[src/rtl/generador_sync_vga.sv]
// generador_sync_vga: horizontal timing engine and sync decoder for the VGA path.
// Divides Clk into a pixel tick, runs the horizontal count and phase FSM, and
// emits fin_linea / inicio_cuadro plus registered hsync, vsync and video_on.
// Optional macro VGA_SYNC_ACTIVE_HIGH_EN: when defined, hsync/vsync are active-high
// (inactive 0); when undefined (default), they are active-low (inactive 1).
module generador_sync_vga #(
   parameter int unsigned DIV       = 2,
   parameter int unsigned H_VISIBLE = 640,
   parameter int unsigned H_FP      = 16,
   parameter int unsigned H_SYNC    = 96,
   parameter int unsigned H_BP      = 48,
   parameter int unsigned V_VISIBLE = 480,
   parameter int unsigned V_FP      = 10,
   parameter int unsigned V_SYNC    = 2,
   parameter int unsigned V_BP      = 33
) (
   input  logic       Clk,
   input  logic       reset,
   input  logic [9:0] cuenta_v,
   output logic       tick_pixel,
   output logic [9:0] cuenta_h,
   output logic       fin_linea,
   output logic       inicio_cuadro,
   output logic       hsync,
   output logic       vsync,
   output logic       video_on
);

   localparam int unsigned CW      = 10;
   localparam int unsigned H_TOTAL = H_VISIBLE + H_FP + H_SYNC + H_BP;
   localparam int unsigned V_TOTAL = V_VISIBLE + V_FP + V_SYNC + V_BP;
   localparam int unsigned PW      = (DIV > 1) ? $clog2(DIV) : 1;

   localparam logic [CW-1:0] H_VIS_LAST  = CW'(H_VISIBLE - 1);
   localparam logic [CW-1:0] H_FP_LAST   = CW'(H_VISIBLE + H_FP - 1);
   localparam logic [CW-1:0] H_SYNC_LAST = CW'(H_VISIBLE + H_FP + H_SYNC - 1);
   localparam logic [CW-1:0] H_LAST      = CW'(H_TOTAL - 1);
   localparam logic [CW-1:0] V_LAST      = CW'(V_TOTAL - 1);
   localparam logic [CW-1:0] V_VIS_END   = CW'(V_VISIBLE);
   localparam logic [CW-1:0] V_SYNC_INI  = CW'(V_VISIBLE + V_FP);
   localparam logic [CW-1:0] V_SYNC_FIN  = CW'(V_VISIBLE + V_FP + V_SYNC);
   localparam logic [PW-1:0] PRES_LAST   = PW'(DIV - 1);

`ifdef VGA_SYNC_ACTIVE_HIGH_EN
   localparam logic SYNC_ON  = 1'b1;
   localparam logic SYNC_OFF = 1'b0;
`else
   localparam logic SYNC_ON  = 1'b0;
   localparam logic SYNC_OFF = 1'b1;
`endif

   typedef enum logic [1:0] {
      VISIBLE = 2'd0,
      FRONT   = 2'd1,
      SYNC    = 2'd2,
      BACK    = 2'd3
   } fase_t;

   fase_t         fase;
   fase_t         fase_sig;
   logic [PW-1:0] pres;
   logic [CW-1:0] cuenta_h_sig;

   // Prescaler; tick_pixel is the registered terminal-count flag, so the first
   // tick lands DIV clocks after reset is released.
   always_ff @(posedge Clk) begin
      if (reset) begin
         pres       <= '0;
         tick_pixel <= 1'b0;
      end else begin
         tick_pixel <= (pres == PRES_LAST);
         pres       <= (pres == PRES_LAST) ? '0 : pres + PW'(1);
      end
   end

   // Phase state register.
   always_ff @(posedge Clk) begin
      if (reset) begin
         fase <= VISIBLE;
      end else begin
         fase <= fase_sig;
      end
   end

   // Next phase, next horizontal count and end-of-line/frame pulses.
   always_comb begin
      fase_sig      = fase;
      cuenta_h_sig  = cuenta_h;
      fin_linea     = 1'b0;
      inicio_cuadro = 1'b0;
      if (tick_pixel) begin
         cuenta_h_sig = (cuenta_h == H_LAST) ? '0 : cuenta_h + CW'(1);
         unique case (fase)
            VISIBLE: if (cuenta_h == H_VIS_LAST)  fase_sig = FRONT;
            FRONT:   if (cuenta_h == H_FP_LAST)   fase_sig = SYNC;
            SYNC:    if (cuenta_h == H_SYNC_LAST) fase_sig = BACK;
            BACK:    if (cuenta_h == H_LAST)      fase_sig = VISIBLE;
            default: fase_sig = VISIBLE;
         endcase
         fin_linea     = (cuenta_h == H_LAST);
         inicio_cuadro = (cuenta_h == H_LAST) && (cuenta_v == V_LAST);
      end
   end

   // Horizontal counter and registered sync/blanking decode (one Clk lag).
   always_ff @(posedge Clk) begin
      if (reset) begin
         cuenta_h <= '0;
         hsync    <= SYNC_OFF;
         vsync    <= SYNC_OFF;
         video_on <= 1'b0;
      end else begin
         cuenta_h <= cuenta_h_sig;
         hsync    <= (fase == SYNC) ? SYNC_ON : SYNC_OFF;
         vsync    <= ((cuenta_v >= V_SYNC_INI) && (cuenta_v < V_SYNC_FIN)) ? SYNC_ON : SYNC_OFF;
         video_on <= (fase == VISIBLE) && (cuenta_v < V_VIS_END);
      end
   end

endmodule

[config.mk]
export PLATFORM = sky130hd
export DESIGN_NAME = generador_sync_vga
export DESIGN_NICKNAME = d
export VERILOG_FILES = /design/src/rtl/generador_sync_vga.sv
export SDC_FILE = /design/constraint.sdc
export NUM_CORES = 1
export LEC_CHECK = 0
export CORE_UTILIZATION = 39
export DETAILED_ROUTE_END_ITERATION = 16
export GPL_ROUTABILITY_DRIVEN = 0
export PLACE_DENSITY = 0.78
export SETUP_SLACK_MARGIN = 0.15
export SKIP_LAST_GASP = 1
export SYNTH_ARGS = -nofsm -noshare
export SYNTH_HDL_FRONTEND = slang
export SYNTH_SLANG_ARGS = --single-unit
[constraint.sdc]
create_clock -name Clk -period 1.4 [get_ports Clk]
set_clock_uncertainty 0.05 [all_clocks]
set_input_delay 0.28 -clock Clk [delete_from_list [all_inputs] [get_ports Clk]]
set_output_delay 0.28 -clock Clk [all_outputs]
set_load 0.02 [all_outputs]
# Word level (Yosys, flattened, before mapping)
# Cells that the tools add are included.
op_classes:
  add_sub_neg: 2
  n_lt_le_gt_ge: 3
  eq_ne: 12
  n_mux: 10
  n_reduce_logical: 6
op_table:
  columns: ["operator", "count"]
  rows:
  - ["== test 10 bit, second input constant", 5]
  - ["less-than comparator 10 x 9 -> 1 bit, second input constant", 2]
  - ["adder 10 x 1 -> 10 bit, second input constant", 1]
  - [">= comparator 10 x 9 -> 1 bit, second input constant", 1]
  - ["2-to-1 mux 10 bit", 1]
  - ["2-to-1 mux 2 bit", 4]
  - ["!= test 2 bit, second input constant", 4]
  - ["case mux 2 bit (4 select lines)", 1]
  - ["AND reduction 5 bit", 1]
  - ["== test 2 bit, second input constant", 2]
  - ["2-to-1 mux 1 bit", 4]
  - ["logical AND 1 bit", 3]
  - ["== test 2 x 1 -> 1 bit, second input constant", 1]
  - ["logical NOT 2 bit", 1]
  - ["OR reduction 2 bit", 1]
  - ["adder 1 bit, second input constant", 1]
word_totals:
  regBits: 17
  in_bits: 12
  output_inout_bits: 16
  elab_cells: 40

# Longest topological paths before layout
depth:
  depth_word: 3
  mapped_depth: 7

# Worst setup path before layout
# No wires, ideal clock.
synth_timing:
  path_type: "register -> output"
  start: "register cuenta_h[0]"
  end: "output inicio_cuadro"
  arrival_ns: 1.615
  required_time_ns: 1.070
  path_slack_ns: -0.545
  stages_incl_launch_ff: 6
  n_path_buf: 0
  cell_sequence: "dfxtp_1 -> ha_1 -> nand2_1 -> nor2_1 -> and4_2 -> and4_1"
synth_between:
  elab_chain_cells: 3
synth_lines:
  columns: ["item", "line_no", "rtl"]
  rows:
  - ["start, declared", "21", "output logic [9:0] cuenta_h,"]
  - ["start signal, assigned", "113", "cuenta_h <= cuenta_h_sig;"]
  - ["== test 10 bit", "101", "inicio_cuadro = (cuenta_h == H_LAST) && (cuenta_v == V_LAST);"]
  - ["logical AND 1 bit", "101", null]
  - ["2-to-1 mux 1 bit", "91", "if (tick_pixel) begin"]
  - ["end, declared", "23", "output logic inicio_cuadro,"]
# No other way between the ends.

# Worst setup path after layout
layout_timing:
  start: "register cuenta_h[1]"
  end: "output inicio_cuadro"
# The elaborated chain is that of the path after synthesis.

==> flow_summary_export.csv <==
group,metric,value,unit
sta,fin_hold_ws,0.358,ns
run_status,status,"finished with violations",
power_and_ir_drop,p_leak,0.671,nW
die,pin_count,28,
yosys,synth_seq_area_share,40.6,%
setup_path,critPathMaxStageDelay,0.37,ns
sta,relSlewSlack,81.6,%
worst_hold_path,hold_depth,1,
setup_path,worst_ep_required_time,1.07,ns
sta,hold_viol,0,
setup_path,r2r_cells,9,
die,start_util,42.3,%
setup_path,crit_chain,"ha_4 -> nand2_4 -> nor2_4 -> and4_4 -> and4_4 -> buf_6",
setup_path,cp.buffers_inverters,1,
sta,finalSetupTns,-2.91,ns
sta,layout_setup_ws,-0.406,ns
detailed_routing,drt_iter0_drc,6,
placed_design,place_hpwl,1670,µm
yosys,synth_top_area_cell,"dfxtp_1",
setup_path,rr_endpoint,"cuenta_h[0]$_SDFFE_PP0P_",
final_layout,num-nets-final,175,
setup_path,regToRegSetupSlack,-0.25,ns
detailed_routing,routedWlPerCell,14.6,µm
global_route,grt_max_degree,11,
final_layout,postLayoutCellArea,1620,µm²
setup_path,worstSetupPathType,"register to primary output",
placed_design,io_buffers,27,
setup_path,endpoint_kind,"primary output",
setup_path,rr_startpoint,"cuenta_h[1]$_SDFFE_PP0P_",
worst_hold_path,min_to,"pres$_SDFF_PP0_",
detailed_routing,drt_wl_total,2690,µm
final_layout,area_growth,93.1,%
placed_design,placed_area,1390,µm²
final_layout,mostFrequentLayoutCell,"buf_4",
setup_path,crit_path_start_kind,"register",
yosys,yosys_warnings,0,
detailed_routing,drtAntennaViolNets,0,
global_route,grt_pass1_wl,4080,µm
global_route,track_usage,22.6,%
sta,setup_violations,11,
sta,slew_violations,0,
yosys,syn-cell-area,838,µm²
yosys,syn_nets,112,
die,core_area,1980,µm²
final_layout,seqCellArea,367,µm²
setup_path,cp_num_cells,6,
detailed_routing,vias_per_cell,5.09,
clock_tree,h-tree-depth,1,
placed_design,place_ws,-0.812,ns
detailed_routing,first_pass_iters,4,
yosys,syn_inst,95,
final_layout,fillers,118,
final_layout,drive_above_1_share,61.1,%
setup_path,arrival,1.48,ns
yosys,ys_types,31,
final_layout,diodes,0,
global_route,antenna_found_initial,0,
die,rows,16,
run_status,violations,"negative setup slack",
yosys,synth_seq_cells,17,
final_layout,multi_input_area,623,µm²
power_and_ir_drop,powerDensity,545,nW/µm²
worst_hold_path,min_path_type,"register to register",
setup_path,critPathMaxFanout,2,
power_and_ir_drop,peakVddDrop,0.681,mV
clock_tree,numCtsBuffers,3,
die,die_w,48.4,µm
setup_path,cpMaxStageDelayCell,"dfxtp_4",
die,dieArea,2340,µm²
global_route,grt_pass1_vias,933,
clock_tree,clk_latency,0.30,ns
sta,rsz0062_at_grt,"yes",
power_and_ir_drop,total_power,883,µW
setup_path,cp_common_cell,"and4_4",
yosys,synth_top_area_share,40.6,%
final_layout,final_cell_mix,"buf_4, buf_6, clkdlybuf4s50_1",
sta,clock.fmax,554,MHz
worst_hold_path,min_from,"pres$_SDFF_PP0_",
global_route,overflow,0,
clock_tree,path_clk_slew,0.10,ns
detailed_routing,drc,0,
clock_tree,cts.sinks,17,
detailed_routing,vias,936,
yosys,syn_area_per_cell,8.82,µm²
clock_tree,clk_path_buf_depth,2,
sta,period_share,129,%
sta,tightest_slew,0.272,ns
sta,finalCriticalPeriod,1.81,ns
setup_path,critPathTopFamily,"simple AND/OR/NAND/NOR gates",
yosys,synth_area_leaders,"dfxtp_1, nor2_1, ha_1",
clock_tree,clock-root-buffer,"clkbuf_4",
flow_run,drv_cap,0,
clock_tree,cts_tree,"yes",
die,fp.dieH,48.4,µm
==> repair_timing <==
action | in CTS | in global routing
resized for setup | 99 | 31
pin swaps | 13 | 5
setup buffers | 1 | 5
setup endpoints to repair | 27 | 27
hold buffers | 0 | 0
endpoints found under the hold margin | 0 | 0
==> cells in the mapped netlist (all sizes together) <==
cell     number
nor3b         1
and3          1
o21ai         3
nor4          1
nand2         3
a211o         1
a311oi        1
nand4         5
xor2          5
dfxtp        17
or2b          1
or2           1
a2bb2oi       1
and4          2
xnor2         4
buf           1
ha            5
nor4b         3
inv           5
nand2b        2
nor2b         2
clkbuf        1
and3b         1
nand3         3
o41ai         2
and2          2
a21oi         2
nor2         18
and2b         1
==> power by group <==
group          switching (mW)  internal, mW  total [mW]  leakage, nW
registers             0.00595         0.487       0.493        0.146
clock network           0.166         0.107       0.273       0.0177
logic                  0.0497        0.0677       0.117        0.508
total                   0.222         0.661       0.883        0.671
==> cell type report <==
type / instances / share of cell area (%)
multi-input combinational: 71 / 38.5
timing repair buffer: 60 / 33.9
sequential: 17 / 22.6
tap: 27 / 2.09
clock buffer: 3 / 1.39
inverter: 5 / 1.16
clock inverter: 1 / 0.309
==> state kept, by name, indices dropped and copies added, names as in the netlist <==
signal      count
video_on        1
hsync           1
fase            2
tick_pixel      1
vsync           1
cuenta_h       10
pres            1
==> cell families (layout without fill, tap and decap cells) <==
logic type	Yosys count	count (layout)	synth area share, %
compound gates	10	10	8.21
xor+xnor	9	9	9.40
fa+ha+maj	5	5	7.46
simple gates	47	47	31.0
buf+inv	7	69	3.28
flops	17	17	40.6
==> worst reg2reg max path: cells and delay by family (launching register included) <==
kind | cells | cell delay [ns]
adders and majority gates | 1 | 0.16
buffers and inverters | 3 | 0.37
DFF | 1 | 0.37
and+or+nand+nor | 5 | 0.64
==> metrics by stage <==
step | utilization (%) | cells
floorplan | - | 95
global placement | 70.3 | 174
detailed placement | 70.3 | 174
CTS | 74.9 | 179
global route | 81.7 | 184
finish | 81.7 | 184
==> layer usage <==
metal  part of all wire (%)  up-vias  track usage [%]
met2                     52       27             39.9
met4                    2.3        0             13.2
met1                     42      448             25.7
met5                      0        -                0
met3                    4.0        6             3.46
li1                       -      455                -
==> how the worst max path moves through the flow <==
stage / start / endpoint / slack, ns
2_1_floorplan: cuenta_h[1]$_SDFFE_PP0P_ / inicio_cuadro / -0.17
3_3_place_gp: cuenta_v[8] / inicio_cuadro / -0.76
3_5_place_dp: cuenta_v[7] / inicio_cuadro / -0.81
4_1_cts: cuenta_h[1]$_SDFFE_PP0P_ / inicio_cuadro / -0.41
5_1_grt: cuenta_h[1]$_SDFFE_PP0P_ / inicio_cuadro / -0.47
6_report: cuenta_h[1]$_SDFFE_PP0P_ / inicio_cuadro / -0.41
(Power assumes the default switching activity.)
